$ cat src/rtl/bp_me_pkg.sv
// Shared definitions for the address-to-CCE-ID pipe: config register map,
// region override entry layout and small config helpers.
package bp_me_pkg;

    localparam int bp_me_paddr_width_lp  = 40;
    localparam int bp_me_cce_id_width_lp = 6;
    localparam int cfg_addr_width_lp     = 5;
    localparam int cfg_data_width_lp     = 64;

    // Register map: 0 = stripe shift, then three registers per region entry.
    localparam logic [cfg_addr_width_lp-1:0] cfg_stripe_addr_lp = 5'd0;
    localparam int cfg_region_base_lp   = 1;
    localparam int cfg_region_stride_lp = 3;
    localparam int cfg_field_base_lp    = 0;
    localparam int cfg_field_mask_lp    = 1;
    localparam int cfg_field_ctrl_lp    = 2;
    localparam int cfg_ctrl_en_bit_lp   = 8;

    localparam logic [5:0] stripe_reset_lp = 6'd6;
    localparam logic [5:0] stripe_min_lp   = 6'd6;
    localparam logic [5:0] stripe_max_lp   = 6'd30;

    // Width of the tile field in local addresses (matches the host tile code).
    localparam int tile_width_lp = 7;

    typedef struct packed {
        logic                             en;
        logic [bp_me_cce_id_width_lp-1:0] id;
        logic [bp_me_paddr_width_lp-1:0]  base;
        logic [bp_me_paddr_width_lp-1:0]  mask;
    } bp_me_cce_region_s;

    function automatic logic [cfg_addr_width_lp-1:0] cfg_region_addr(input int k, input int field);
        return cfg_addr_width_lp'(cfg_region_base_lp + cfg_region_stride_lp * k + field);
    endfunction

    function automatic logic [5:0] clamp_stripe(input logic [cfg_data_width_lp-1:0] v);
        if (v < cfg_data_width_lp'(stripe_min_lp)) return stripe_min_lp;
        if (v > cfg_data_width_lp'(stripe_max_lp)) return stripe_max_lp;
        return v[5:0];
    endfunction

endpackage

$ cat src/rtl/bp_me_addr_to_cce_id_pipe_if.sv
// Request/result stream of the address-to-CCE-ID pipe; signal names are
// from the pipe's point of view (slave = pipe, master = producer/consumer).
interface bp_me_addr_to_cce_id_pipe_if #(
    parameter int paddr_width_p  = 40,
    parameter int cce_id_width_p = 6
);
    // Handshake: a request transfers on an edge where v_i & ready_o; a result
    // transfers where v_o & ready_i. v_o and its payload stay stable until taken.
    logic                      v_i;
    logic                      ready_o;
    logic [paddr_width_p-1:0]  paddr_i;
    logic                      v_o;
    logic                      ready_i;
    logic [paddr_width_p-1:0]  paddr_o;
    logic [cce_id_width_p-1:0] cce_id_o;
    logic                      region_hit_o;

    modport slave (
        input  v_i, paddr_i, ready_i,
        output ready_o, v_o, paddr_o, cce_id_o, region_hit_o
    );

    modport master (
        output v_i, paddr_i, ready_i,
        input  ready_o, v_o, paddr_o, cce_id_o, region_hit_o
    );
endinterface

$ cat src/rtl/bp_me_cce_region_match.sv
// Combinational priority match of an address against the region override
// table; the lowest-indexed enabled matching entry supplies the ID.
module bp_me_cce_region_match
    import bp_me_pkg::*;
#(
    parameter int num_region_p = 4
) (
    input  logic [bp_me_paddr_width_lp-1:0]                i_paddr,
    input  bp_me_cce_region_s [num_region_p-1:0]           i_regions,
    output logic                                           o_hit,
    output logic [bp_me_cce_id_width_lp-1:0]               o_id
);

    // Walk from the top so the lowest index is the last (winning) assignment.
    always_comb begin
        o_hit = 1'b0;
        o_id  = '0;
        for (int k = num_region_p - 1; k >= 0; k--) begin
            if (i_regions[k].en &&
                ((i_paddr & i_regions[k].mask) == (i_regions[k].base & i_regions[k].mask))) begin
                o_hit = 1'b1;
                o_id  = i_regions[k].id;
            end
        end
    end

endmodule

$ cat src/rtl/bp_me_addr_to_cce_id_pipe.sv
// Registered, runtime-configurable physical address to CCE ID decode with a
// one-deep valid/ready output stage and a small config register file.
module bp_me_addr_to_cce_id_pipe
    import bp_me_pkg::*;
#(
    parameter int                       paddr_width_p  = bp_me_paddr_width_lp,
    parameter int                       cce_id_width_p = bp_me_cce_id_width_lp,
    parameter int                       num_core_p     = 4,
    parameter int                       num_cce_p      = 4,
    parameter int                       num_io_p       = 1,
    parameter int                       io_base_p      = 8,
    parameter int                       sacc_base_p    = 7,
    parameter int                       num_region_p   = 4,
    parameter logic [paddr_width_p-1:0] dram_base_p    = 40'h00_8000_0000,
    parameter logic [paddr_width_p-1:0] coproc_base_p  = 40'h10_0000_0000,
    parameter int                       tile_lsb_p     = 22,
    parameter int                       host_tile_p    = 'h7F
) (
    input  logic                          clk_i,
    input  logic                          reset_n_i,
    bp_me_addr_to_cce_id_pipe_if.slave    bus,
    input  logic                          cfg_w_v_i,
    input  logic [cfg_addr_width_lp-1:0]  cfg_addr_i,
    input  logic [cfg_data_width_lp-1:0]  cfg_data_i,
    output logic [cfg_data_width_lp-1:0]  cfg_data_o
);

    logic [5:0]                              r_stripe_shift;
    bp_me_cce_region_s [num_region_p-1:0]    r_region;

    logic                      r_v;
    logic [paddr_width_p-1:0]  r_paddr;
    logic [cce_id_width_p-1:0] r_cce_id;
    logic                      r_hit;

    logic                      w_accept;
    logic                      w_hit;
    logic [cce_id_width_p-1:0] w_region_id;
    logic [tile_width_lp-1:0]  w_tile;
    logic                      w_below_dram;
    logic                      w_below_coproc;
    logic                      w_is_io;
    logic [cce_id_width_p-1:0] w_io_id;
    logic [cce_id_width_p-1:0] w_tile_id;
    logic [cce_id_width_p-1:0] w_dram_id;
    logic [cce_id_width_p-1:0] w_class_id;

    // Config writes land at the edge, so a request accepted on the same edge
    // is decoded with the previous contents.
    always_ff @(posedge clk_i or negedge reset_n_i) begin
        if (!reset_n_i) begin
            r_stripe_shift <= stripe_reset_lp;
            r_region       <= '0;
        end else if (cfg_w_v_i) begin
            if (cfg_addr_i == cfg_stripe_addr_lp)
                r_stripe_shift <= clamp_stripe(cfg_data_i);
            for (int k = 0; k < num_region_p; k++) begin
                if (cfg_addr_i == cfg_region_addr(k, cfg_field_base_lp))
                    r_region[k].base <= cfg_data_i[paddr_width_p-1:0];
                if (cfg_addr_i == cfg_region_addr(k, cfg_field_mask_lp))
                    r_region[k].mask <= cfg_data_i[paddr_width_p-1:0];
                if (cfg_addr_i == cfg_region_addr(k, cfg_field_ctrl_lp)) begin
                    r_region[k].en <= cfg_data_i[cfg_ctrl_en_bit_lp];
                    r_region[k].id <= cfg_data_i[cce_id_width_p-1:0];
                end
            end
        end
    end

    always_comb begin
        cfg_data_o = '0;
        if (cfg_addr_i == cfg_stripe_addr_lp)
            cfg_data_o = cfg_data_width_lp'(r_stripe_shift);
        for (int k = 0; k < num_region_p; k++) begin
            if (cfg_addr_i == cfg_region_addr(k, cfg_field_base_lp))
                cfg_data_o = cfg_data_width_lp'(r_region[k].base);
            if (cfg_addr_i == cfg_region_addr(k, cfg_field_mask_lp))
                cfg_data_o = cfg_data_width_lp'(r_region[k].mask);
            if (cfg_addr_i == cfg_region_addr(k, cfg_field_ctrl_lp)) begin
                cfg_data_o[cfg_ctrl_en_bit_lp]   = r_region[k].en;
                cfg_data_o[cce_id_width_p-1:0]   = r_region[k].id;
            end
        end
    end

    bp_me_cce_region_match #(
        .num_region_p (num_region_p)
    ) u_region_match (
        .i_paddr   (bus.paddr_i),
        .i_regions (r_region),
        .o_hit     (w_hit),
        .o_id      (w_region_id)
    );

    assign w_tile         = bus.paddr_i[tile_lsb_p +: tile_width_lp];
    assign w_below_dram   = bus.paddr_i < dram_base_p;
    assign w_below_coproc = bus.paddr_i < coproc_base_p;
    // Top two address bits above 1 select the I/O space; the host tile code
    // inside the local space also routes to I/O.
    assign w_is_io        = (bus.paddr_i[paddr_width_p-1:paddr_width_p-2] > 2'd1) ||
                            (w_below_dram && (w_tile == tile_width_lp'(host_tile_p)));

    assign w_io_id   = cce_id_width_p'(io_base_p) +
                       cce_id_width_p'((bus.paddr_i >> 12) % paddr_width_p'(num_io_p));
    assign w_tile_id = cce_id_width_p'(w_tile);
    assign w_dram_id = cce_id_width_p'((bus.paddr_i >> r_stripe_shift) &
                                       paddr_width_p'(num_cce_p - 1));

    always_comb begin
        w_class_id = cce_id_width_p'(sacc_base_p);
        if (w_is_io)
            w_class_id = w_io_id;
        else if (w_below_dram)
            w_class_id = w_tile_id;
        else if (w_below_coproc)
            w_class_id = w_dram_id;
    end

    assign bus.ready_o = ~r_v | bus.ready_i;
    assign w_accept    = bus.v_i & bus.ready_o;

    always_ff @(posedge clk_i or negedge reset_n_i) begin
        if (!reset_n_i) begin
            r_v      <= 1'b0;
            r_paddr  <= '0;
            r_cce_id <= '0;
            r_hit    <= 1'b0;
        end else if (w_accept) begin
            r_v      <= 1'b1;
            r_paddr  <= bus.paddr_i;
            r_cce_id <= w_hit ? w_region_id : w_class_id;
            r_hit    <= w_hit;
        end else if (bus.ready_i) begin
            r_v      <= 1'b0;
        end
    end

    assign bus.v_o          = r_v;
    assign bus.paddr_o      = r_paddr;
    assign bus.cce_id_o     = r_cce_id;
    assign bus.region_hit_o = r_hit;

endmodule
$ cat src/flat_wrapper.sv
// flat-port wrapper written by rule: the top's interface ports become plain ports
module bp_me_addr_to_cce_id_pipe_flat import bp_me_pkg::*;
#(
    parameter int                       paddr_width_p  = bp_me_paddr_width_lp,
    parameter int                       cce_id_width_p = bp_me_cce_id_width_lp,
    parameter int                       num_core_p     = 4,
    parameter int                       num_cce_p      = 4,
    parameter int                       num_io_p       = 1,
    parameter int                       io_base_p      = 8,
    parameter int                       sacc_base_p    = 7,
    parameter int                       num_region_p   = 4,
    parameter logic [paddr_width_p-1:0] dram_base_p    = 40'h00_8000_0000,
    parameter logic [paddr_width_p-1:0] coproc_base_p  = 40'h10_0000_0000,
    parameter int                       tile_lsb_p     = 22,
    parameter int                       host_tile_p    = 'h7F
)
  (clk_i, reset_n_i, cfg_w_v_i, cfg_addr_i, cfg_data_i, cfg_data_o, bus_v_i, bus_paddr_i, bus_ready_i, bus_ready_o, bus_v_o, bus_paddr_o, bus_cce_id_o, bus_region_hit_o);
  bp_me_addr_to_cce_id_pipe_if #(.paddr_width_p(paddr_width_p), .cce_id_width_p(cce_id_width_p)) bus_i ();
  input  logic clk_i;
  input  logic reset_n_i;
  input  logic cfg_w_v_i;
  input  logic [cfg_addr_width_lp-1:0] cfg_addr_i;
  input  logic [cfg_data_width_lp-1:0] cfg_data_i;
  output logic [cfg_data_width_lp-1:0] cfg_data_o;
  input wire logic [$bits(bus_i.v_i)-1:0] bus_v_i;
  input wire logic [$bits(bus_i.paddr_i)-1:0] bus_paddr_i;
  input wire logic [$bits(bus_i.ready_i)-1:0] bus_ready_i;
  output wire logic [$bits(bus_i.ready_o)-1:0] bus_ready_o;
  output wire logic [$bits(bus_i.v_o)-1:0] bus_v_o;
  output wire logic [$bits(bus_i.paddr_o)-1:0] bus_paddr_o;
  output wire logic [$bits(bus_i.cce_id_o)-1:0] bus_cce_id_o;
  output wire logic [$bits(bus_i.region_hit_o)-1:0] bus_region_hit_o;
  assign bus_i.v_i = bus_v_i;
  assign bus_i.paddr_i = bus_paddr_i;
  assign bus_i.ready_i = bus_ready_i;
  assign bus_ready_o = bus_i.ready_o;
  assign bus_v_o = bus_i.v_o;
  assign bus_paddr_o = bus_i.paddr_o;
  assign bus_cce_id_o = bus_i.cce_id_o;
  assign bus_region_hit_o = bus_i.region_hit_o;
  bp_me_addr_to_cce_id_pipe #(.paddr_width_p(paddr_width_p), .cce_id_width_p(cce_id_width_p), .num_core_p(num_core_p), .num_cce_p(num_cce_p), .num_io_p(num_io_p), .io_base_p(io_base_p), .sacc_base_p(sacc_base_p), .num_region_p(num_region_p), .dram_base_p(dram_base_p), .coproc_base_p(coproc_base_p), .tile_lsb_p(tile_lsb_p), .host_tile_p(host_tile_p)) u_core (.clk_i(clk_i), .reset_n_i(reset_n_i), .bus(bus_i), .cfg_w_v_i(cfg_w_v_i), .cfg_addr_i(cfg_addr_i), .cfg_data_i(cfg_data_i), .cfg_data_o(cfg_data_o));
endmodule
$ cat config.mk
export PLATFORM = sky130hd
export DESIGN_NAME = bp_me_addr_to_cce_id_pipe_flat
export DESIGN_NICKNAME = d
export VERILOG_FILES = /design/src/rtl/bp_me_pkg.sv /design/src/rtl/bp_me_addr_to_cce_id_pipe_if.sv /design/src/rtl/bp_me_cce_region_match.sv /design/src/rtl/bp_me_addr_to_cce_id_pipe.sv /design/src/flat_wrapper.sv
export SDC_FILE = /design/constraint.sdc
export NUM_CORES = 1
export LEC_CHECK = 0
export CAP_MARGIN = 20
export CORE_MARGIN = 2
export CORE_UTILIZATION = 30
export CTS_CLUSTER_SIZE = 16
export DETAILED_ROUTE_END_ITERATION = 8
export DONT_BUFFER_PORTS = 1
export GPL_ROUTABILITY_DRIVEN = 0
export PLACE_DENSITY = 0.54
export SLEW_MARGIN = 20
export SYNTH_ARGS = -nofsm -noshare
export SYNTH_HDL_FRONTEND = slang
export SYNTH_SLANG_ARGS = --single-unit
export TNS_END_PERCENT = 100
$ cat constraint.sdc
create_clock -name clk_i -period 5.6 [get_ports clk_i]
set_input_delay 1.4 -clock clk_i [delete_from_list [all_inputs] [get_ports clk_i]]
set_output_delay 1.4 -clock clk_i [all_outputs]
set_load 0.005 [all_outputs]
==> results.cfg <==
[sta]
hold_viol = 0
slew_viol_final = 101
max_clock_freq_mhz = 208
min_period_ps = 4810
fin_crit_sh = 0.859
setup_viol = 0
max_slew_margin = -0.155
fin_skew_ps = 21.3
tightest_slew_ps = 1730
setup_tns_ps = 0
rsz0062_at_grt = no
fin_hold_ws_ps = 500

[yosys]
synth-edff-count = 0
yosys.area_share.simple = 0.0865
yosysTopAreaCell = dfrtp_1
muxShareOfSynthArea = 0.213
yosysSeqAreaShare = 0.478
ys_async_sr_fraction = 1.00
synthCells = 1858
ys_types = 65
synth_warnings = 0
synth_compound_area_frac = 0.112
synth-adder-area-share = 0
synth_top_area_share = 0.475
synth_top_family_by_area = multiplexers
synth-xor-area-share = 0.0665
synthTopCellsByArea = dfrtp_1, mux2_2, xor2_1, a22oi_1, nand2_1
synthFlopType = dfrtp_1
avgSynthCellArea_um2 = 11.3
ys_seq_elements = 402
synth_area_um2 = 21100

[setup_path]
worstPathRequired_ps = 4200
path_common_cell = a21oi_1
crit_chain = nor2b_1 > nand2_1 > nor2_2 > buf_12 > a22oi_1 > a31oi_1 > a21oi_1 > a21oi_1
worst-setup-path-type = in2out
crit_slowest_cell = a31oi_1
path_delay_family = simple AND/OR/NAND/NOR gates
crit_fanout = 34
start_kind = input pin
crit_buf_inv = 1
end_kind = primary output
reg2reg_depth = 8
slowest_delay_ps = 360
path_depth = 8
critPathArrivalTime_ps = 3410

[cts]
path_clk_slew_ps = 50
cts-buffers-inserted = 50
clk_latency_ps = 620
post_cts_buffers = 0
cts_tree = built
cts_root_buf = clkbuf_16
ctsResizeCount = 0
hold_buffers = 0
clock_sinks = 402
cts-htree-levels = 2
clockBufferDepth = 3

[die]
coreArea_um2 = 69800
die_h_um = 269
initial_utilization = 0.302
dieWidth_um = 269
fp-row-count = 97
ios = 227
die_area_um2 = 72300

[power]
comb_power_share = 0.163
power.net_switching_mw = 2.69
power.total_mw = 8.87
seq_power_share = 0.461
p_leak_nw = 10.6
swShare = 0.303
p_clk_frac = 0.376
vdd_drop_max_mv = 0.206
p_int_mw = 6.18
p_per_area_nw_per_um2 = 377

[layout]
nets = 1906
fillers = 6872
postLayoutCellArea_um2 = 23500
final_common_cell = dfrtp_1
final_cell_mix = dfrtp_1, mux2_2, nand2_1
post_route_cells_drive_above_1_share = 0.274
diodes = 0
syn_to_final_growth_pct = 11.6

[route]
dr.pass1.iters = 7
routed_wl_mm = 84.7
antenna_left = 0
drc = 0
drt_iter0_markers = 2193
avgRoutedWirePerCell_um = 30.6
post_drt_via_cell_ratio = 5.79
vias = 16100

[placed_design]
hpwlAfterDp_mm = 58.3
placed_cell_area_um2 = 21800
placement.io_buffers = 0

[global_routing]
overflow = 0
grt_pass1_vias = 15700
grt_max_degree = 403
grt_pass1_wl_mm = 120
track_usage = 0.232
antenna_found_initial = 1

[status]
outcome = finished, violations left
violations = slew limit

[hold_path]
holdPathStages = 2
hold_class = reg2reg

[job]
cap_violations = 0
## area by class of cell
type                       instances  area [µm²]  share of cell area
timing repair buffer              34         330              0.0141
sequential                       402       10100               0.428
multi-input combinational       1297       10200               0.435
clock inverter                    12         190             0.00809
tap                              940        1180              0.0501
inverter                           7        26.3             0.00112
clock buffer                      81        1500              0.0637
## registers in the layout (all words and copies together) (netlist names)
signal	cells
u_core.bus.cce_id_o	6
u_core.bus.paddr_o	40
u_core.bus.region_hit_o	1
u_core.bus.v_o	1
u_core.r_region	348
u_core.r_stripe_shift	6
## kinds of logic after synthesis
logic type      after synthesis
mux                         379
simple gates                392
buf+inv                     182
xor+xnor                    160
other cells                   1
flops                       402
compound gates              342
## through the flow
step                      worst slack (ps)  utilization  cells
after detailed placement               845        0.313   2680
after global placement                 887        0.313   2680
final                                  789        0.337   2773
after CTS                              838        0.337   2773
after floorplan                       1080            -   1881
after global routing                   639        0.337   2773
## power by group through the flow
stage | registers (mW) | logic, mW | clock network, mW
after floorplan | 3.83 | 1.14 | 0
final | 4.09 | 1.44 | 3.33
after detailed placement | 4.11 | 1.43 | 0
after global routing | 4.14 | 1.55 | 3.52
after global placement | 4.09 | 1.40 | 0
after CTS | 4.06 | 1.43 | 3.39
## tightest hold or removal path: stages (launching register included)
cell     delay (ps)
dfrtp_1         360
nand2_1          50
nand2_1          60
## final timing paths
check	slack, ps	end	startpoint
min reg2reg	500	u_core.bus.paddr_o[5]	u_core.bus.paddr_o[5]
min	500	u_core.bus.paddr_o[5]	u_core.bus.paddr_o[5]
min in group asynchronous	520	u_core.r_region[324]	reset_n_i
max in group asynchronous	3720	u_core.bus.paddr_o[0]	reset_n_i
max	790	cfg_data_o[30]	cfg_addr_i[1]
max reg2reg	2120	u_core.bus.cce_id_o[4]	u_core.r_region[305]
## cell usage after synthesis, drive strengths merged (2+ instances only)
library cell	n
nor3	11
and2	9
a21oi	62
a22o	9
o211ai	4
o21ai	51
a211o	8
a221oi	11
inv	6
nand2b	6
a31oi	17
nand2	207
dfstp	2
clkbuf	58
a22oi	124
a211oi	6
mux2i	14
and3	13
o31ai	2
nor2	65
nor2b	6
buf	117
and4	2
mux2	346
a222oi	21
nor4	18
o22ai	9
o2bb2ai	4
nor3b	2
dfrtp	400
mux4	19
nand3	11
o22a	4
nand4	38
o32ai	2
xor2	160
## metal layers
metal | part of all wire | up-vias | global-route usage
li1 | - | 6598 | -
met1 | 0.41 | 8316 | 0.303
met2 | 0.45 | 933 | 0.362
met3 | 0.092 | 207 | 0.0598
met4 | 0.049 | 0 | 0.102
met5 | 0 | - | 0
(Power assumes the default switching activity.)
